**config.mk**
```make
export PLATFORM = sky130hd
export DESIGN_NAME = wb_cmd_master_flat
export DESIGN_NICKNAME = d
export VERILOG_FILES = /design/src/rtl/wb_cmd_pkg.sv /design/src/rtl/wb_cmd_if.sv /design/src/rtl/wb_cmd_rsp_slot.sv /design/src/rtl/wb_cmd_master.sv /design/src/flat_wrapper.sv
export SDC_FILE = /design/constraint.sdc
export NUM_CORES = 1
export LEC_CHECK = 0
export CAP_MARGIN = 20
export CORE_MARGIN = 2
export CORE_UTILIZATION = 40
export CTS_BUF_LIST = sky130_fd_sc_hd__clkbuf_4 sky130_fd_sc_hd__clkbuf_8 sky130_fd_sc_hd__clkbuf_16
export DETAILED_ROUTE_END_ITERATION = 10
export GPL_TIMING_DRIVEN = 1
export PLACE_DENSITY = 0.77
export SLEW_MARGIN = 15
export SYNTH_ARGS = -nofsm -noshare
export SYNTH_HDL_FRONTEND = slang
export SYNTH_HIERARCHICAL = 1
export SYNTH_SLANG_ARGS = --single-unit
```
**constraint.sdc**
```tcl
create_clock -name clk_i -period 12.93 [get_ports clk_i]
set_clock_uncertainty 0.1 [all_clocks]
set_input_delay 1.293 -clock clk_i [delete_from_list [all_inputs] [get_ports clk_i]]
set_output_delay 1.293 -clock clk_i [all_outputs]
set_load 0.02 [all_outputs]
```
**src/rtl/wb_cmd_pkg.sv**
```systemverilog
// wb_cmd_pkg: shared opcodes, status codes, FSM states and Wishbone cycle-type constants.
package wb_cmd_pkg;
  typedef enum logic [2:0] {OP_WR = 3'd0, OP_RD = 3'd1, OP_BURST = 3'd2, OP_RPT = 3'd3, OP_POLL = 3'd4} op_e;
  typedef enum logic [1:0] {STS_OK = 2'd0, STS_ERR = 2'd1, STS_RTY = 2'd2, STS_TMO = 2'd3} sts_e;
  typedef enum logic [1:0] {S_IDLE, S_REQ, S_HOLD, S_DONE} state_e;
  localparam logic [2:0] CTI_CLASSIC = 3'b000;
  localparam logic [2:0] CTI_INCR = 3'b010;
  localparam logic [2:0] CTI_EOB = 3'b111;
  localparam logic [1:0] BTE_LINEAR = 2'b00;
endpackage

```
**src/rtl/wb_cmd_if.sv**
```systemverilog
// wb_cmd_if: command/response/status streams plus the Wishbone B3 master bus.
interface wb_cmd_if #(parameter int AW = 32, parameter int DW = 32, parameter int LEN_W = 8);
  localparam int SW = DW / 8;
  logic cmd_valid, cmd_ready;
  wb_cmd_pkg::op_e cmd_op;
  logic [AW-1:0] cmd_adr;
  logic [DW-1:0] cmd_dat, cmd_mask;
  logic [SW-1:0] cmd_sel;
  logic [LEN_W-1:0] cmd_len;
  logic rsp_valid, rsp_ready, rsp_last;
  logic [DW-1:0] rsp_dat;
  logic sts_valid;
  wb_cmd_pkg::sts_e sts_code;
  logic [AW-1:0] wbm_adr_o;
  logic [DW-1:0] wbm_dat_o, wbm_dat_i;
  logic [SW-1:0] wbm_sel_o;
  logic wbm_we_o, wbm_cyc_o, wbm_stb_o, wbm_ack_i, wbm_err_i, wbm_rty_i;
  logic [2:0] wbm_cti_o;
  logic [1:0] wbm_bte_o;
  modport master (
    input cmd_valid, cmd_op, cmd_adr, cmd_dat, cmd_mask, cmd_sel, cmd_len, rsp_ready,
    input wbm_dat_i, wbm_ack_i, wbm_err_i, wbm_rty_i,
    output cmd_ready, rsp_valid, rsp_dat, rsp_last, sts_valid, sts_code,
    output wbm_adr_o, wbm_dat_o, wbm_sel_o, wbm_we_o, wbm_cyc_o, wbm_stb_o, wbm_cti_o, wbm_bte_o
  );
  modport slave (
    output cmd_valid, cmd_op, cmd_adr, cmd_dat, cmd_mask, cmd_sel, cmd_len, rsp_ready,
    output wbm_dat_i, wbm_ack_i, wbm_err_i, wbm_rty_i,
    input cmd_ready, rsp_valid, rsp_dat, rsp_last, sts_valid, sts_code,
    input wbm_adr_o, wbm_dat_o, wbm_sel_o, wbm_we_o, wbm_cyc_o, wbm_stb_o, wbm_cti_o, wbm_bte_o
  );
endinterface

```
**src/rtl/wb_cmd_rsp_slot.sv**
```systemverilog
// wb_cmd_rsp_slot: one-deep valid/ready response register; push may coincide with a pop.
module wb_cmd_rsp_slot #(parameter int DW = 32) (
  input  logic          clk_i,
  input  logic          rst_i,
  input  logic          push,
  input  logic [DW-1:0] push_dat,
  input  logic          push_last,
  input  logic          ready,
  output logic          full,
  output logic [DW-1:0] dat,
  output logic          last
);
  always_ff @(posedge clk_i)
    if (rst_i) full <= 1'b0;
    else full <= push ? 1'b1 : full && !ready;
  always_ff @(posedge clk_i)
    if (push) begin
      dat <= push_dat;
      last <= push_last;
    end
endmodule

```
**src/rtl/wb_cmd_master.sv**
```systemverilog
// wb_cmd_master: Wishbone B3 master executing write/read/burst/repeat/poll commands.
module wb_cmd_master import wb_cmd_pkg::*; #(
  parameter int AW = 32,
  parameter int DW = 32,
  parameter int LEN_W = 8,
  parameter int MAX_RETRY = 4,
  parameter int POLL_MAX = 1024
) (
  input logic clk_i,
  input logic rst_i,
  wb_cmd_if.master bus
);
  localparam int SW = DW / 8;
  localparam int RW = $clog2(MAX_RETRY + 1);
  localparam int PW = $clog2(POLL_MAX + 1);
  state_e state_q, state_d;
  op_e op_q, op_d;
  sts_e sts_q, sts_d;
  logic cyc_q, cyc_d, stb_q, stb_d, we_q, we_d;
  logic [AW-1:0] adr_q, adr_d;
  logic [DW-1:0] dat_q, dat_d, mask_q, mask_d;
  logic [SW-1:0] sel_q, sel_d;
  logic [2:0] cti_q, cti_d;
  logic [LEN_W-1:0] left_q, left_d;
  logic [RW-1:0] rty_q, rty_d;
  logic [PW-1:0] poll_q, poll_d;
  logic push, push_last, full, hit, last_beat, tmo;
  // A read strobe is only raised once the slot is known to be empty, so an ack can always push.
  always_comb begin
    state_d = state_q;
    op_d = op_q;
    sts_d = sts_q;
    cyc_d = cyc_q;
    stb_d = stb_q;
    we_d = we_q;
    adr_d = adr_q;
    dat_d = dat_q;
    mask_d = mask_q;
    sel_d = sel_q;
    cti_d = cti_q;
    left_d = left_q;
    rty_d = rty_q;
    poll_d = poll_q;
    push = 1'b0;
    push_last = 1'b0;
    hit = ((bus.wbm_dat_i ^ dat_q) & mask_q) == '0;
    last_beat = left_q == '0;
    tmo = poll_q == PW'(POLL_MAX - 1);
    case (state_q)
      S_IDLE: if (bus.cmd_valid) begin
        state_d = S_REQ;
        op_d = bus.cmd_op;
        sts_d = STS_OK;
        cyc_d = 1'b1;
        stb_d = 1'b1;
        we_d = bus.cmd_op == OP_WR;
        adr_d = bus.cmd_adr;
        dat_d = bus.cmd_dat;
        mask_d = bus.cmd_mask;
        sel_d = bus.cmd_sel;
        left_d = (bus.cmd_op == OP_BURST || bus.cmd_op == OP_RPT) && bus.cmd_len != '0 ? bus.cmd_len - LEN_W'(1) : '0;
        cti_d = bus.cmd_op != OP_BURST ? CTI_CLASSIC : bus.cmd_len > LEN_W'(1) ? CTI_INCR : CTI_EOB;
        rty_d = '0;
        poll_d = '0;
      end
      S_REQ: if (bus.wbm_ack_i) begin
        stb_d = 1'b0;
        rty_d = '0;
        push = !we_q && (op_q != OP_POLL || hit);
        push_last = op_q == OP_POLL || last_beat;
        if (we_q || (op_q == OP_POLL ? hit : last_beat)) begin
          state_d = S_DONE;
          cyc_d = 1'b0;
        end else if (op_q == OP_POLL) begin
          state_d = tmo ? S_DONE : S_HOLD;
          cyc_d = !tmo;
          sts_d = tmo ? STS_TMO : STS_OK;
          poll_d = poll_q + PW'(1);
        end else begin
          state_d = S_HOLD;
          left_d = left_q - LEN_W'(1);
          adr_d = op_q == OP_BURST ? adr_q + AW'(SW) : adr_q;
          cti_d = op_q != OP_BURST ? CTI_CLASSIC : left_q == LEN_W'(1) ? CTI_EOB : CTI_INCR;
        end
      end else if (bus.wbm_err_i) begin
        state_d = S_DONE;
        cyc_d = 1'b0;
        stb_d = 1'b0;
        sts_d = STS_ERR;
      end else if (bus.wbm_rty_i) begin
        stb_d = 1'b0;
        rty_d = rty_q + RW'(1);
        state_d = rty_q == RW'(MAX_RETRY) ? S_DONE : S_HOLD;
        cyc_d = rty_q != RW'(MAX_RETRY);
        sts_d = rty_q == RW'(MAX_RETRY) ? STS_RTY : STS_OK;
      end
      S_HOLD: if (!full || bus.rsp_ready) begin
        state_d = S_REQ;
        stb_d = 1'b1;
      end
      default: if (!full) state_d = S_IDLE;
    endcase
  end
  always_ff @(posedge clk_i)
    if (rst_i) begin
      state_q <= S_IDLE;
      op_q <= OP_WR;
      sts_q <= STS_OK;
      cyc_q <= 1'b0;
      stb_q <= 1'b0;
      we_q <= 1'b0;
      adr_q <= '0;
      dat_q <= '0;
      mask_q <= '0;
      sel_q <= '0;
      cti_q <= CTI_CLASSIC;
      left_q <= '0;
      rty_q <= '0;
      poll_q <= '0;
    end else begin
      state_q <= state_d;
      op_q <= op_d;
      sts_q <= sts_d;
      cyc_q <= cyc_d;
      stb_q <= stb_d;
      we_q <= we_d;
      adr_q <= adr_d;
      dat_q <= dat_d;
      mask_q <= mask_d;
      sel_q <= sel_d;
      cti_q <= cti_d;
      left_q <= left_d;
      rty_q <= rty_d;
      poll_q <= poll_d;
    end
  wb_cmd_rsp_slot #(.DW(DW)) u_slot (
    .clk_i(clk_i),
    .rst_i(rst_i),
    .push(push),
    .push_dat(bus.wbm_dat_i),
    .push_last(push_last),
    .ready(bus.rsp_ready),
    .full(full),
    .dat(bus.rsp_dat),
    .last(bus.rsp_last)
  );
  assign bus.rsp_valid = full;
  assign bus.cmd_ready = state_q == S_IDLE && !rst_i;
  assign bus.sts_valid = state_q == S_DONE && !full;
  assign bus.sts_code = sts_q;
  assign bus.wbm_adr_o = adr_q;
  assign bus.wbm_dat_o = dat_q;
  assign bus.wbm_sel_o = sel_q;
  assign bus.wbm_we_o = we_q;
  assign bus.wbm_cyc_o = cyc_q;
  assign bus.wbm_stb_o = stb_q;
  assign bus.wbm_cti_o = cti_q;
  assign bus.wbm_bte_o = BTE_LINEAR;
endmodule
```
**src/flat_wrapper.sv**
```systemverilog
// flat-port wrapper written by rule: the top's interface ports become plain ports
module wb_cmd_master_flat import wb_cmd_pkg::*;
#(
  parameter int AW = 32,
  parameter int DW = 32,
  parameter int LEN_W = 8,
  parameter int MAX_RETRY = 4,
  parameter int POLL_MAX = 1024
)
  (clk_i, rst_i, bus_cmd_valid, bus_cmd_op, bus_cmd_adr, bus_cmd_dat, bus_cmd_mask, bus_cmd_sel, bus_cmd_len, bus_rsp_ready, bus_wbm_dat_i, bus_wbm_ack_i, bus_wbm_err_i, bus_wbm_rty_i, bus_cmd_ready, bus_rsp_valid, bus_rsp_dat, bus_rsp_last, bus_sts_valid, bus_sts_code, bus_wbm_adr_o, bus_wbm_dat_o, bus_wbm_sel_o, bus_wbm_we_o, bus_wbm_cyc_o, bus_wbm_stb_o, bus_wbm_cti_o, bus_wbm_bte_o);
  wb_cmd_if #(.AW(AW), .DW(DW), .LEN_W(LEN_W)) bus_i ();
  input logic clk_i;
  input logic rst_i;
  input wire logic [$bits(bus_i.cmd_valid)-1:0] bus_cmd_valid;
  input wire logic [$bits(bus_i.cmd_op)-1:0] bus_cmd_op;
  input wire logic [$bits(bus_i.cmd_adr)-1:0] bus_cmd_adr;
  input wire logic [$bits(bus_i.cmd_dat)-1:0] bus_cmd_dat;
  input wire logic [$bits(bus_i.cmd_mask)-1:0] bus_cmd_mask;
  input wire logic [$bits(bus_i.cmd_sel)-1:0] bus_cmd_sel;
  input wire logic [$bits(bus_i.cmd_len)-1:0] bus_cmd_len;
  input wire logic [$bits(bus_i.rsp_ready)-1:0] bus_rsp_ready;
  input wire logic [$bits(bus_i.wbm_dat_i)-1:0] bus_wbm_dat_i;
  input wire logic [$bits(bus_i.wbm_ack_i)-1:0] bus_wbm_ack_i;
  input wire logic [$bits(bus_i.wbm_err_i)-1:0] bus_wbm_err_i;
  input wire logic [$bits(bus_i.wbm_rty_i)-1:0] bus_wbm_rty_i;
  output wire logic [$bits(bus_i.cmd_ready)-1:0] bus_cmd_ready;
  output wire logic [$bits(bus_i.rsp_valid)-1:0] bus_rsp_valid;
  output wire logic [$bits(bus_i.rsp_dat)-1:0] bus_rsp_dat;
  output wire logic [$bits(bus_i.rsp_last)-1:0] bus_rsp_last;
  output wire logic [$bits(bus_i.sts_valid)-1:0] bus_sts_valid;
  output wire logic [$bits(bus_i.sts_code)-1:0] bus_sts_code;
  output wire logic [$bits(bus_i.wbm_adr_o)-1:0] bus_wbm_adr_o;
  output wire logic [$bits(bus_i.wbm_dat_o)-1:0] bus_wbm_dat_o;
  output wire logic [$bits(bus_i.wbm_sel_o)-1:0] bus_wbm_sel_o;
  output wire logic [$bits(bus_i.wbm_we_o)-1:0] bus_wbm_we_o;
  output wire logic [$bits(bus_i.wbm_cyc_o)-1:0] bus_wbm_cyc_o;
  output wire logic [$bits(bus_i.wbm_stb_o)-1:0] bus_wbm_stb_o;
  output wire logic [$bits(bus_i.wbm_cti_o)-1:0] bus_wbm_cti_o;
  output wire logic [$bits(bus_i.wbm_bte_o)-1:0] bus_wbm_bte_o;
  assign bus_i.cmd_valid = bus_cmd_valid;
  assign bus_i.cmd_op = bus_cmd_op;
  assign bus_i.cmd_adr = bus_cmd_adr;
  assign bus_i.cmd_dat = bus_cmd_dat;
  assign bus_i.cmd_mask = bus_cmd_mask;
  assign bus_i.cmd_sel = bus_cmd_sel;
  assign bus_i.cmd_len = bus_cmd_len;
  assign bus_i.rsp_ready = bus_rsp_ready;
  assign bus_i.wbm_dat_i = bus_wbm_dat_i;
  assign bus_i.wbm_ack_i = bus_wbm_ack_i;
  assign bus_i.wbm_err_i = bus_wbm_err_i;
  assign bus_i.wbm_rty_i = bus_wbm_rty_i;
  assign bus_cmd_ready = bus_i.cmd_ready;
  assign bus_rsp_valid = bus_i.rsp_valid;
  assign bus_rsp_dat = bus_i.rsp_dat;
  assign bus_rsp_last = bus_i.rsp_last;
  assign bus_sts_valid = bus_i.sts_valid;
  assign bus_sts_code = bus_i.sts_code;
  assign bus_wbm_adr_o = bus_i.wbm_adr_o;
  assign bus_wbm_dat_o = bus_i.wbm_dat_o;
  assign bus_wbm_sel_o = bus_i.wbm_sel_o;
  assign bus_wbm_we_o = bus_i.wbm_we_o;
  assign bus_wbm_cyc_o = bus_i.wbm_cyc_o;
  assign bus_wbm_stb_o = bus_i.wbm_stb_o;
  assign bus_wbm_cti_o = bus_i.wbm_cti_o;
  assign bus_wbm_bte_o = bus_i.wbm_bte_o;
  wb_cmd_master #(.AW(AW), .DW(DW), .LEN_W(LEN_W), .MAX_RETRY(MAX_RETRY), .POLL_MAX(POLL_MAX)) u_core (.clk_i(clk_i), .rst_i(rst_i), .bus(bus_i));
endmodule
```
==> results.rst, run 1 <==
.. list-table::
   :header-rows: 1

   * - Metric
     - Value
   * - Overall power
     - 2031 µW
   * - Root Buffer Master
     - sky130_fd_sc_hd__clkbuf_16
   * - Mean Syn Cell Area
     - about 8.5 µm²
   * - Post CTS Setup Buffer Count
     - 0
   * - Via count
     - a little under 8000
   * - Worst EP arrival
     - a little over 4 ns
   * - Number of sinks handled by clock tree synthesis
     - between 150 and 200
   * - CTS buffer count
     - 17
   * - CTS tree
     - built
   * - Slack of the worst reg-to-reg path
     - around 9.5 ns
   * - Height of the die
     - roughly 140 µm
   * - Worst setup path category
     - input pin to flip-flop
   * - Top fanout value on the critical path
     - 75
   * - Cells taking the most area after synthesis
     - sky130_fd_sc_hd__dfxtp_1, sky130_fd_sc_hd__edfxtp_1, sky130_fd_sc_hd__nand2_1, sky130_fd_sc_hd__a21oi_1, sky130_fd_sc_hd__xor2_1
   * - Endpoint of the lowest-slack register-to-register path
     - u_core/bus.wbm_adr_o[22]
   * - Finish-stage setup viols
     - 0
   * - Routed met3 length
     - around 2200 µm
   * - Resized Gates After CTS
     - 0
   * - Grt ovf
     - 0
   * - Total of warnings raised by yosys
     - 6
   * - Hold violation total from the final report
     - 0
   * - Path type of the worst min-delay path
     - flip-flop to flip-flop
   * - ANT cells
     - 0
   * - Number of cells on the worst reg-to-reg path
     - 9
   * - Leak pwr
     - between 0.004 and 0.005 µW
   * - Accumulated negative setup slack
     - 0 ns
   * - Measured slew at the worst slew-check pin
     - ~0.99 ns
   * - Endpoint of the worst setup timing path
     - u_core/bus.wbm_adr_o[15]
   * - Total global routing track utilization
     - 22.36%
   * - Die area
     - between 20000 and 25000 µm²
   * - Count of boundary I/O pins
     - 264
   * - Most used flip-flop cell after synthesis
     - sky130_fd_sc_hd__dfxtp_1
   * - Critical Path Source
     - bus_cmd_valid
   * - Maximum number of pins on one net before global-route repair
     - 89
   * - Width of the die
     - about 140 µm
   * - CP max stage delay
     - just under 0.7 ns
   * - FF+latch count, synth
     - roughly 170
   * - Critical Path, Cell by Cell
     - clkdlybuf4s50_1 > and2_4 > a21oi_1 > or4_4 > or3_4 > nor3b_2 > a21oi_1 > a21oi_2
   * - VDD IR max
     - between 0.09 and 0.1 mV
   * - Fraction of registers with async set or reset after synthesis
     - 0%
   * - CP endpoint kind
     - flip-flop
   * - Starting DRC count in detailed routing
     - between 400 and 500
   * - Portion of synthesized cell area occupied by the leading cell type
     - approximately 34%
   * - Count of cells along the worst hold path
     - 2
   * - Share of final-layout standard cells stronger than drive strength 1
     - roughly 5.3%
   * - Total routed wire length on the met1 layer
     - slightly above 10000 µm
   * - Number of maximum-capacitance constraint violations
     - 0
   * - Starting Density
     - 40.64%
   * - # hold bufs at CTS
     - 0
   * - Run status
     - finished clean
   * - Mapped cell area
     - 7884 µm²
   * - Cell Pwr Density
     - roughly 180 nW/µm²
   * - Crit path required time
     - approximately 13 ns
   * - Post-Syn Instances
     - a little over 900
   * - Cell seen most often among critical-path stages
     - sky130_fd_sc_hd__a21oi_1
   * - Highest achievable clock rate
     - 261.2 MHz
   * - Worst Slack Setup Final
     - just over 9 ns
   * - Pins over their slew limit
     - 0
   * - Detailed Routing Iterations Pass 1
     - 5
   * - Last weighted congestion value of the routability-driven placer
     - a little under 0.9
   * - Average wire length per cell after detail routing
     - approximately 17 µm
   * - CTS H-tree depth
     - 4
   * - Post-detailed-placement half-perimeter wirelength
     - around 17000 µm
   * - Count of standard-cell rows
     - between 50 and 60
   * - Sequential-to-total area share from yosys stat
     - about 47%
   * - Number of distinct standard cells referenced by the synthesized netlist
     - 71
   * - Number of antenna violations at the first check in global routing
     - 0
   * - First-pass GRT wire length
     - between 30000 and 40000 µm
   * - Cell with the largest stage delay on the worst path
     - sky130_fd_sc_hd__and2_4
   * - Final cycle utilization of the critical path
     - 29.60%
   * - Vias per Instance
     - roughly 5.4
   * - Source of the worst register-to-register timing path
     - u_core/state_q[1]
   * - Growth of design area from synthesis to finish
     - 42.68%
   * - Cell taking the most area after synthesis
     - sky130_fd_sc_hd__dfxtp_1
   * - Max-slew headroom
     - 34.11%
   * - Most common cell after layout, fill and taps aside
     - sky130_fd_sc_hd__clkdlybuf4s50_1
   * - Top routing layer in use
     - met4
   * - Buffers on Ports
     - around 260
   * - Final ANT Viol Nets
     - 0
   * - Dpl ws
     - about 8.6 ns
   * - Commonest cells after routing, fill and taps aside
     - sky130_fd_sc_hd__clkdlybuf4s50_1, sky130_fd_sc_hd__nand2_1, sky130_fd_sc_hd__dfxtp_1
   * - Total number of nets in the final design
     - around 1300
   * - Nature of the critical path startpoint
     - input pin
   * - Core Box Area
     - a little under 20000 µm²
   * - Bufs on Longest Clock Path
     - 2
   * - Vias in the first global route
     - 7211
   * - Final min period
     - around 3.8 ns
   * - Aggregate routed wire length
     - between 20000 and 25000 µm
   * - DRC violations left
     - 0
   * - RSZ-0062 raised after global routing
     - false
   * - EDFF count, synth
     - 33
   * - Clock transition at the registers of the reported paths
     - about 0.07 ns
   * - Met2 wirelength from detailed routing
     - around 12000 µm
   * - Clock latency of the later-clocked register in the worst-skew pair
     - roughly 0.43 ns
## cells by family after synthesis
group	Yosys count	synth area share, %
muxes	6	0.7777
xor gates and xnor gates	44	4.888
buffers and inverters	75	3.968
and+or+nand+nor	381	22.46
other	1	0.04757
adders and majority gates	12	1.904
DFF	168	46.85
AOI/OAI and AO/OA	239	19.11
## metal layers
layer  vias to the layer above  GRT usage [%]
li1                       3765              -
met1                      3614          28.11
met2                       356          37.49
met3                        44          5.397
met4                         0          7.920
met5                         -              0
## synthesized netlist by cell type, types with 9 or more instances
master and n:
sky130_fd_sc_hd__xnor2_1 11, sky130_fd_sc_hd__dfxtp_1 135, sky130_fd_sc_hd__a211oi_1 9, sky130_fd_sc_hd__inv_1 18
sky130_fd_sc_hd__nor2_1 71, sky130_fd_sc_hd__nor3_1 26, sky130_fd_sc_hd__nand3_1 15, sky130_fd_sc_hd__a22oi_1 22
sky130_fd_sc_hd__buf_1 13, sky130_fd_sc_hd__a21oi_1 105, sky130_fd_sc_hd__nand2_1 187, sky130_fd_sc_hd__edfxtp_1 33
sky130_fd_sc_hd__xor2_1 33, sky130_fd_sc_hd__clkbuf_1 33, sky130_fd_sc_hd__o21ai_0 29, sky130_fd_sc_hd__and3_1 10
sky130_fd_sc_hd__nand4_1 15, sky130_fd_sc_hd__ha_1 12
## worst min-delay path by stage
| stage | start | end | slack, ns |
|---|---|---|---|
| global route | u_core/mask_q[5] | u_core/mask_q[5] | 0.37 |
| floorplan | u_core/mask_q[10] | u_core/mask_q[10] | 0.34 |
| finish | u_core/mask_q[5] | u_core/mask_q[5] | 0.36 |
| global placement | u_core/mask_q[13] | u_core/mask_q[13] | 0.34 |
| detailed placement | u_core/mask_q[5] | u_core/mask_q[5] | 0.35 |
| CTS | u_core/mask_q[5] | u_core/mask_q[5] | 0.36 |
## sequential cells by signal, summed over array words and instances (netlist names)
signal	flops
u_core/op_q	3
u_core/state_q	2
u_core/bus.wbm_stb_o	1
u_core/u_slot/last	1
u_core/bus.sts_code	2
u_core/bus.wbm_dat_o	32
u_core/bus.wbm_sel_o	4
u_core/u_slot/full	1
u_core/mask_q	32
u_core/u_slot/dat	32
u_core/bus.wbm_cti_o	2
u_core/left_q	8
u_core/bus.wbm_adr_o	32
u_core/poll_q	11
u_core/bus.wbm_we_o	1
u_core/rty_q	3
u_core/bus.wbm_cyc_o	1
## through the flow
| stage | area (µm²) | utilization (%) | std cells | hold WS (ns) |
|---|---|---|---|---|
| after global placement | 10650 | 54.91 | 1404 | 0.3426 |
| final | 11250 | 57.99 | 1436 | 0.3554 |
| after floorplan | 7888 | - | 927 | 0.3360 |
| after detailed placement | 10650 | 54.91 | 1404 | 0.3466 |
| after global routing | 11250 | 57.99 | 1436 | 0.3674 |
| after CTS | 11250 | 57.98 | 1436 | 0.3564 |
## worst max-delay path, delay by kind of cell
kind            cells  cell delay [ns]
buf+inv             1             0.51
simple gates        4             1.87
compound gates      3             0.39
## report_power, final
group,switching (µW),leakage (µW),internal (µW)
registers,93.8,0.00141,641
logic,467,0.00232,327
clock network,238,0.000285,264
## layout make-up
class	count	area, µm²
Multi-Input combinational cell	684	3895
Clock buffer	18	439.2
Clock inverter	14	155.1
Sequential cell	168	3694
Fill cell	1740	8150
Inverter	19	71.32
Timing Repair Buffer	268	2663
Tap cell	265	331.6
Note: power is estimated with default switching activity, not from simulation.
==> inputs of run 2 (changes only) <==
- PLACE_DENSITY: 0.77 -> 0.8
- clock period: 12.93 -> 3.2 ns (I/O delays scaled with it)
==> run 2 against run 1 <==
  * Die area did not move
  * Wire length increased by 2.1%
  * Non-clock buffer count grew 7
  * Via count grew 1.2%
  * Total power grew to 4.2 times the previous value
  * Worst setup slack worse by 8.7 ns
  * Critical endpoint is now u_core/bus.wbm_adr_o[10]
  * Largest power group unchanged
  * Highest routed layer unchanged
==> results.rst, run 2 (synthesis results as in run 1) <==
.. list-table::
   :header-rows: 1

   * - Metric
     - Value
   * - Die area
     - 20850 µm² (unchanged)
   * - ANT cells
     - 0 (unchanged)
   * - Overall power
     - 8455 µW (+320%)
   * - Number of sinks handled by clock tree synthesis
     - 168 (unchanged)
   * - Starting Density
     - 40.64% (unchanged)
   * - Cell Pwr Density
     - 745.9 nW/µm² (+310%)
   * - Bufs on Longest Clock Path
     - 2 (unchanged)
   * - Vias per Instance
     - 5.457 (+0.74%)
   * - CTS tree
     - built
   * - Finish-stage setup viols
     - 0 (unchanged)
   * - Maximum number of pins on one net before global-route repair
     - 80 (-10%)
   * - CTS buffer count
     - 17 (unchanged)
   * - Final standard cell utilization of the core
     - 58.43% (+0.45 points)
   * - CP endpoint kind
     - flip-flop
   * - Starting DRC count in detailed routing
     - 539 (+9.8%)
   * - Last weighted congestion value of the routability-driven placer
     - 0.8756 (about the same)
   * - RSZ-0062 raised after global routing
     - false
   * - Clock latency of the later-clocked register in the worst-skew pair
     - 0.43 ns (about the same)
   * - Most common cell after layout, fill and taps aside
     - sky130_fd_sc_hd__clkdlybuf4s50_1
   * - First-pass GRT wire length
     - 37500 µm (+1.7%)
   * - Area after DPL
     - 10720 µm² (+0.66%)
   * - Post CTS Setup Buffer Count
     - 0 (unchanged)
   * - Total global routing track utilization
     - 23.10% (+0.73 points)
   * - Number of maximum-capacitance constraint violations
     - 0 (unchanged)
   * - Detailed Routing Iterations Pass 1
     - 5 (unchanged)
   * - DRC violations left
     - 0 (unchanged)
   * - Path type of the worst min-delay path
     - input pin to flip-flop
   * - Top fanout value on the critical path
     - 12 (-84%)
   * - Via count
     - 7875 (+1.2%)
   * - VDD IR max
     - 0.4651 mV (+370%)
   * - Count of standard-cell rows
     - 51 (unchanged)
   * - Post-detailed-placement half-perimeter wirelength
     - 17600 µm (+2.9%)
   * - Height of the die
     - 144.4 µm (unchanged)
   * - Root Buffer Master
     - sky130_fd_sc_hd__clkbuf_16
   * - Resized Gates After CTS
     - 0 (unchanged)
   * - Commonest cells after routing, fill and taps aside
     - sky130_fd_sc_hd__clkdlybuf4s50_1, sky130_fd_sc_hd__nand2_1, sky130_fd_sc_hd__dfxtp_1
   * - Width of the die
     - 144.4 µm (unchanged)
   * - Worst EP arrival
     - 2.96 ns (-1.12 ns)
   * - Hold violation total from the final report
     - 0 (unchanged)
   * - Average wire length per cell after detail routing
     - 17.31 µm (+1.6%)
   * - Number of antenna violations at the first check in global routing
     - 0 (unchanged)
   * - Max-slew headroom
     - 42.33% (+8.2 points)
   * - Count of boundary I/O pins
     - 264 (unchanged)
   * - Vias in the first global route
     - 7345 (+1.9%)
   * - Highest achievable clock rate
     - between 300 and 400 MHz
   * - Crit path required time
     - 3.39 ns (-9.79 ns)
   * - Leak pwr
     - 0.004062 µW (+1.1%)
   * - Total number of nets in the final design
     - 1327 (+0.53%)
   * - CTS H-tree depth
     - 4 (unchanged)
   * - Clock transition at the registers of the reported paths
     - 0.07 ns (about the same)
   * - Final cycle utilization of the critical path
     - 86.63%
   * - Share of final-layout standard cells stronger than drive strength 1
     - 5.857% (+0.56 points)
   * - Post-Place Cells
     - 1411 (+0.50%)
   * - Final ANT Viol Nets
     - 0 (unchanged)
   * - Pins over their slew limit
     - 0 (unchanged)
   * - Cell area after layout
     - 11330 µm² (+0.77%)
   * - Aggregate routed wire length
     - 24980 µm (+2.1%)
   * - Grt ovf
     - 0 (unchanged)
   * - # hold bufs at CTS
     - 0 (unchanged)
   * - Final min period
     - 2.772 ns
   * - Run status
     - finished clean
   * - Worst setup path category
     - flip-flop to flip-flop
   * - Measured slew at the worst slew-check pin
     - 0.8650 ns (-0.1234 ns)
   * - Final cell count without fillers
     - 1443 (+0.49%)
   * - Core Box Area
     - 19400 µm² (unchanged)
   * - Accumulated negative setup slack
     - 0 ns (unchanged)
   * - Growth of design area from synthesis to finish
     - 43.77%
   * - Nature of the critical path startpoint
     - flip-flop
   * - Buffers on Ports
     - 261 (unchanged)
## run 2: layer usage
metal	vias up	track usage, %	part of all wire [%]
met5	-	0	0
met4	0	7.767	2.0
met3	35	6.954	9.1
met2	383	39.74	48
met1	3687	27.50	41
li1	3770	-	-
## run 2: power by group
part | leakage (µW) | total, µW | internal (µW) | switching, µW
Combinational | 0.00236 | 3320 | 1390 | 1930
Sequential | 0.00141 | 2970 | 2590 | 379
Clock | 0.000294 | 2160 | 1200 | 963
## run 2: worst max-delay path, stage by stage (launching register included)
cell                       delay [ns]
sky130_fd_sc_hd__dfxtp_1         0.37
sky130_fd_sc_hd__inv_1           0.10
sky130_fd_sc_hd__ha_1            0.18
sky130_fd_sc_hd__or3b_1          0.50
sky130_fd_sc_hd__o21a_1          0.27
sky130_fd_sc_hd__o211ai_2        0.53
sky130_fd_sc_hd__nor3_1          0.11
sky130_fd_sc_hd__a21o_1          0.17
sky130_fd_sc_hd__a221oi_1        0.25
sky130_fd_sc_hd__nor2_1          0.06
## run 2: area by class of cell
cell class / count / area [µm²]
clock buffer: 18 / 432.9
clock inverter: 14 / 178.9
fill: 1699 / 8064
inverter: 19 / 71.32
multi-input combinational: 684 / 3899
sequential: 168 / 3694
tap: 265 / 331.6
timing repair buffer: 275 / 2728
## run 2: path summary, 6_finish.rpt
| path | endpoint | cells after the start | startpoint | slack (ns) |
|---|---|---|---|---|
| setup / recovery | u_core/bus.wbm_adr_o[10] | 9 | u_core/left_q[0] | 0.43 |
| hold / removal | u_core/mask_q[1] | 3 | bus_cmd_mask[1] | 0.34 |
| setup reg to reg | u_core/bus.wbm_adr_o[10] | 9 | u_core/left_q[0] | 0.43 |
| hold reg to reg | u_core/mask_q[16] | 2 | u_core/mask_q[16] | 0.35 |
## run 2: through the flow
stage	hold WS (ns)	setup slack (ns)
2_1_floorplan	0.2824	0.3593
3_3_place_gp	0.3415	0.3319
3_5_place_dp	0.3463	0.3113
4_1_cts	0.3168	0.4575
5_1_grt	0.3243	0.1740
6_report	0.3368	0.4279
